$ cat src/rtl/word_deserializer.sv
// Serial-to-parallel word assembler with a one-word pending buffer behind a valid/ready output.
// Optional WORD_DESER_PARITY_EN adds out_parity, the registered XOR of out_word.
module word_deserializer #(
    parameter int WIDTH     = 32,
    parameter int IDX_W     = 5,
    parameter int MSB_FIRST = 0
) (
    input  logic             clk,
    input  logic             reset_n,
    input  logic             in_valid,
    output logic             in_ready,
    input  logic             in_bit,
    input  logic             in_last,
    output logic             out_valid,
    input  logic             out_ready,
    output logic [WIDTH-1:0] out_word,
    output logic [IDX_W:0]   out_count
`ifdef WORD_DESER_PARITY_EN
    ,
    output logic             out_parity
`endif
);

    localparam logic [0:0] FILL = 1'b0;
    localparam logic [0:0] PEND = 1'b1;

    localparam logic [IDX_W-1:0] IDX_MAX = IDX_W'(WIDTH - 1);

    logic [0:0]       state_q, state_d;
    logic [IDX_W-1:0] idx_q, idx_d;
    logic [WIDTH-1:0] asm_q, asm_d;
    logic [IDX_W:0]   pcount_q, pcount_d;
    logic             out_valid_q, out_valid_d;
    logic [WIDTH-1:0] out_word_q, out_word_d;
    logic [IDX_W:0]   out_count_q, out_count_d;

    logic             accept;
    logic             xfer;
    logic             complete;
    logic [IDX_W-1:0] pos;
    logic [WIDTH-1:0] word_new;
    logic [IDX_W:0]   count_new;

    assign in_ready  = (state_q == FILL);
    assign accept    = in_valid & in_ready;
    assign xfer      = out_valid_q & out_ready;
    assign complete  = accept & ((idx_q == IDX_MAX) | in_last);
    assign pos       = (MSB_FIRST != 0) ? (IDX_MAX - idx_q) : idx_q;
    assign word_new  = asm_q | ({{(WIDTH-1){1'b0}}, in_bit} << pos);
    assign count_new = {1'b0, idx_q} + (IDX_W+1)'(1);

    always_comb begin
        state_d     = state_q;
        idx_d       = idx_q;
        asm_d       = asm_q;
        pcount_d    = pcount_q;
        out_word_d  = out_word_q;
        out_count_d = out_count_q;
        // A transfer empties the output unless something reloads it below.
        out_valid_d = xfer ? 1'b0 : out_valid_q;

        case (state_q)
            FILL: begin
                if (accept) begin
                    if (complete) begin
                        idx_d = '0;
                        if (!out_valid_q || out_ready) begin
                            out_word_d  = word_new;
                            out_count_d = count_new;
                            out_valid_d = 1'b1;
                            asm_d       = '0;
                        end else begin
                            // Hold the finished word in place until the output frees up.
                            asm_d    = word_new;
                            pcount_d = count_new;
                            state_d  = PEND;
                        end
                    end else begin
                        asm_d = word_new;
                        idx_d = idx_q + IDX_W'(1);
                    end
                end
            end
            PEND: begin
                if (xfer) begin
                    out_word_d  = asm_q;
                    out_count_d = pcount_q;
                    out_valid_d = 1'b1;
                    asm_d       = '0;
                    state_d     = FILL;
                end
            end
            default: state_d = FILL;
        endcase
    end

    always_ff @(posedge clk) begin
        if (!reset_n) begin
            state_q     <= FILL;
            idx_q       <= '0;
            asm_q       <= '0;
            pcount_q    <= '0;
            out_valid_q <= 1'b0;
            out_word_q  <= '0;
            out_count_q <= '0;
        end else begin
            state_q     <= state_d;
            idx_q       <= idx_d;
            asm_q       <= asm_d;
            pcount_q    <= pcount_d;
            out_valid_q <= out_valid_d;
            out_word_q  <= out_word_d;
            out_count_q <= out_count_d;
        end
    end

    assign out_valid = out_valid_q;
    assign out_word  = out_word_q;
    assign out_count = out_count_q;

`ifdef WORD_DESER_PARITY_EN
    logic parity_q, parity_d;

    assign parity_d = ^out_word_d;

    always_ff @(posedge clk) begin
        if (!reset_n) begin
            parity_q <= 1'b0;
        end else begin
            parity_q <= parity_d;
        end
    end

    assign out_parity = parity_q;
`endif

endmodule

$ cat config.mk
export PLATFORM = sky130hd
export DESIGN_NAME = word_deserializer
export DESIGN_NICKNAME = d
export VERILOG_FILES = /design/src/rtl/word_deserializer.sv
export SDC_FILE = /design/constraint.sdc
export NUM_CORES = 1
export LEC_CHECK = 0
export CORE_MARGIN = 5
export CORE_UTILIZATION = 48
export CTS_CLUSTER_DIAMETER = 60
export CTS_CLUSTER_SIZE = 25
export DETAILED_ROUTE_END_ITERATION = 12
export PLACE_DENSITY = 0.84
export SLEW_MARGIN = 20
export SYNTH_ARGS = -nofsm -noshare
export SYNTH_HDL_FRONTEND = slang
export SYNTH_SLANG_ARGS = --single-unit
export TNS_END_PERCENT = 5
$ cat constraint.sdc
create_clock -name clk -period 1.8 [get_ports clk]
set_input_delay 0.36 -clock clk [delete_from_list [all_inputs] [get_ports clk]]
set_output_delay 0.36 -clock clk [all_outputs]
set_load 0.005 [all_outputs]
After elaboration in Yosys (flattened, before gate mapping)
Cells that the tools add are included.
- output and inout bits: 40
- input port bits: 6
- bits in registers: 83
- equal/unequal tests: 5
- add/subtract/negate cells: 2
- mux-type cells: 27
- shift operators: 1
- reduce and logical (&&, ||, !) cells: 6
- bitwise operators: 7
- operators by type and width (operator ; number):
    32-bit 2-to-1 mux ; 8
    32-bit one-hot mux with 2 select lines ; 2
    32-bit OR ; 1
    1-bit by 5-bit left shift with 32-bit output ; 1
    6-bit 2-to-1 mux ; 4
    6-bit one-hot mux with 2 select lines ; 1
    1-bit 2-to-1 mux ; 9
    2-bit by 1-bit inequality test with 1-bit output, second input constant ; 4
    4-bit AND reduction ; 2
    5-bit by 1-bit adder with 6-bit output, second input constant ; 1
    5-bit by 1-bit adder with 5-bit output, second input constant ; 1
    5-bit == test, second input constant ; 1
    5-bit 2-to-1 mux ; 1
    1-bit one-hot mux with 2 select lines ; 2
    2-bit AND reduction ; 2
    1-bit bitwise AND ; 3
    1-bit inverter ; 2
    1-bit zero test ; 1
    1-bit logical OR ; 1
    1-bit OR ; 1

Depth between registers and ports, before layout
- depth after elaboration: 6
- depth in mapped cells: 9
- depth with buffers taken out: 7

Worst setup path after synthesis
No wires, ideal clock.
- kind: register -> register
- start point: register idx_q[0]
- end point: register out_count_q[3] (netlist: out_count[3])
- setup slack: -0.138 ns
- library setup time: 0.116 ns
- path buffers: 2
- cell stages (with the launch flop): 9
- clock period less this slack: 1.938 ns
- arrival: 1.822 ns
- cells stage by stage: dfxtp_1 ha_1 and3_1 ha_1 o21a_1 o211a_1 buf_4 buf_6 a31o_2
- longest elaborated chain between the ends: 5
- ends and longest elaborated chain (element ; RTL line ; RTL):
    start, declared ; 30 ; logic [IDX_W-1:0] idx_q, idx_d;
    start signal, assigned ; 108 ; idx_q <= idx_d;
    5-bit by 1-bit adder with 6-bit output or 5-bit == test (tied branches) ; 50, 47 ;
    6-bit 2-to-1 mux or 1-bit OR (tied branches) ; 67, 47 ;
    6-bit 2-to-1 mux or 1-bit bitwise AND (tied branches) ; 65, 47 ;
    6-bit 2-to-1 mux or 2-bit by 1-bit inequality test with 1-bit output (tied branches) ; n/a ;
    6-bit one-hot mux with 2 select lines or 4-bit AND reduction (tied branches) ; n/a ;
    end signal, assigned ; 113 ; out_count_q <= out_count_d;
    end, declared ; 35 ; logic [IDX_W:0] out_count_q, out_count_d;
Parallel ways exist; a longest one is shown, timed or not. The select of a mux whose other input is x is not followed.
A chain may end at the register's enable or synchronous reset.

Worst setup path after layout
- start point: register idx_q[1]
- end point: register out_count_q[3] (netlist: out_count[3])
The elaborated chain is that of the path after synthesis.

==> results.cfg <==
[die]
die_w_um = 92.5
rows = 30
ios = 46
core-area_mm2 = 0.00672
dieArea_mm2 = 0.00855
start_util_pct = 48.6
fp.dieH_um = 92.5

[pwr]
power_frac_comb_pct = 10.7
p_int_mw = 2.83
max-vdd-ir-drop_v = 0.000702
p_seq_share_pct = 51.9
powerDensity_mw_per_mm2 = 857
p_sw_share_pct = 24.1
p_clk_share_pct = 37.4
total_power_mw = 3.73
p_sw_mw = 0.899
leakagePower_nw = 1.59

[final_layout]
area_growth_pct = 33.3
antenna_cells = 0
layout_common_cells = a21oi_1, dfxtp_1, clkdlybuf4s50_1
nets = 442
fill_cells = 511
layout-drive-gt1-share_pct = 21.9
fin_area_mm2 = 0.00435
final_common_cell = a21oi_1
fin_util_pct = 64.8

[synthesis]
async_flop_share_pct = 0
yosys.area.top_type = dfxtp_1
synth_cell_types = 38
synth_seq_cells = 83
synth-warning-count = 0
synth.avg_cell_area_um2 = 8.97
synth_edf_count = 0
synth.area.top_cells = dfxtp_1, a21oi_1, o21ai_0, nor2_1, mux2i_1
yosysSeqAreaShare_pct = 50.9
yosysTopAreaCellShare_pct = 50.9
synthesis.area_mm2 = 0.00327
ys.flop_type = dfxtp_1
synth_nets = 372
postSynthCellCount = 364

[route]
dr.pass1.iters = 5
routed_wl_mm = 8.16
wl_per_cell_um = 15.7
via_count = 2921
postRouteAntennaNets = 0
routed_via_density = 5.63
drc_errors = 0
drt_iter0_drc = 232

[sta]
fin_crit_ns = 1.83
finalHoldViolations = 0
relSlewSlack_pct = 63.3
setup_tns_ns = -0.524
fin_worst_skew_ns = 0.0125
drv_slew = 0
fin_ws_ns = -0.0344
rsz0062_at_grt = true
fmax_mhz = 545
finalSetupViolations = 32
tightest_slew_ns = 0.549
final.period_utilization_pct = 102
hold_slack_ns = 0.466

[worst_setup_path]
crit_path_max_incr_delay_ns = 0.35
worst-path-buf-inv = 1
cp_data_required_time_ns = 2.05
slowest_stage = dfxtp_2
worst_ep_arrival_time_ns = 2.09
end_kind = flip-flop
crit_top_cell = ha_4
path_delay_family = compound AO/OA/AOI/OAI gates
crit_path_start_kind = flip-flop
critPathKind = flip-flop to flip-flop
cp_max_fo = 35
path_cells = ha_4 -> and3_4 -> ha_4 -> o21a_1 -> o211a_4 -> buf_12 -> a31o_4

[clock_network]
cts_buffers = 9
cts.sinks = 83
holdBufCountCts = 0
clkLatencyLatePin_ns = 0.36
cts-htree-levels = 3
clock_path_buffers = 2
cts_root_buf = clkbuf_8
cts_tree = done
clk_pin_slew_ns = 0.09

[run_status]
run_status = finished with violations
violations = negative setup slack

[global_routing]
gr-usage-all-layers_pct = 20.3
grt_pass1_wl_mm = 13.9
grt_max_degree = 58
grt_overflow = 0
grt_pass1_vias = 2930
antenna_found_initial = 0

[placed_design]
io_buffer_count = 45
gp_congestion = 0.835
hpwl_mm = 5.19
post_dp_cell_area_mm2 = 0.00405

[min_path]
hold_class = flip-flop to flip-flop

[run]
maxCapViolations = 0
[synthesized netlist by cell type, drive strengths merged (2+ instances only)]
master,n
a21boi,2
a21oi,102
a22oi,2
buf,16
clkbuf,10
dfxtp,83
ha,2
mux2i,7
nand2,14
nand2b,7
nand3,3
nor2,40
nor2b,8
nor3,5
nor3b,3
nor4bb,2
o211a,4
o21a,2
o21ai,40
xor2,2
[repair_timing]
action,in CTS,in global routing
setup endpoints to repair,69,73
resized for setup,22,32
setup buffers,0,0
gates cloned,1,0
pin swaps,1,8
[final timing paths]
path / startpoint / to / slack, ns / cells after the start
setup / recovery: idx_q[1] / out_count[3] / -0.03 / 7
hold / removal: out_count[2] / out_count[2] / 0.47 / 2
setup reg to reg: idx_q[1] / out_count[3] / -0.03 / 7
hold reg to reg: out_count[2] / out_count[2] / 0.47 / 2
[tightest hold or removal path: cells and delay by family (launching register included)]
family             cells  cell delay (ns)
and+or+nand+nor        1             0.05
AOI/OAI and AO/OA      1             0.05
DFF                    1             0.32
[power groups by stage]
stage                     combinational, mW  clock (mW)  sequential [mW]
after global placement                0.357           0             1.97
final                                 0.399        1.39             1.94
after detailed placement              0.365           0             1.97
after CTS                             0.383        1.42             1.93
after floorplan                       0.171           0             1.97
after global routing                  0.434        1.50             1.95
[registers in the layout, indices dropped and copies added (netlist names)]
register,flops
asm_q,32
idx_q,5
out_count,6
out_valid,1
out_word,32
pcount_q,6
state_q,1
[final cells by class]
| type | count | area (µm²) | share of cell area [%] |
|---|---|---|---|
| Tap cell | 80 | 100 | 2.30 |
| Sequential cell | 83 | 1670 | 38.3 |
| Multi-Input combinational cell | 255 | 1580 | 36.3 |
| Timing Repair Buffer | 84 | 793 | 18.2 |
| Clock inverter | 5 | 60.1 | 1.38 |
| Inverter | 1 | 3.75 | 0.0862 |
| Clock buffer | 11 | 151 | 3.48 |
[stage by stage]
| step | setup slack, ns | std cells |
|---|---|---|
| floorplan | -0.0124 | 364 |
| global placement | -0.184 | 502 |
| detailed placement | -0.160 | 502 |
| CTS | -0.00809 | 519 |
| global route | -0.0900 | 519 |
| finish | -0.0344 | 519 |
[logic make-up after synthesis]
family	count (synthesis)	share of synthesized area, %
compound gates	156	26.1
simple gates	87	15.1
flops	83	50.9
buf+inv	27	4.52
mux	7	2.15
xor+xnor	2	0.536
fa+ha+maj	2	0.766
[per-layer routing]
metal	vias to the layer above	track usage, %	share of wire (%)
li1	1432	-	-
met1	1367	24.2	42
met2	101	33.5	50
met3	21	5.20	5.8
met4	0	10.6	2.8
met5	-	0	0
No activity file was read; power rests on OpenSTA's default activity.
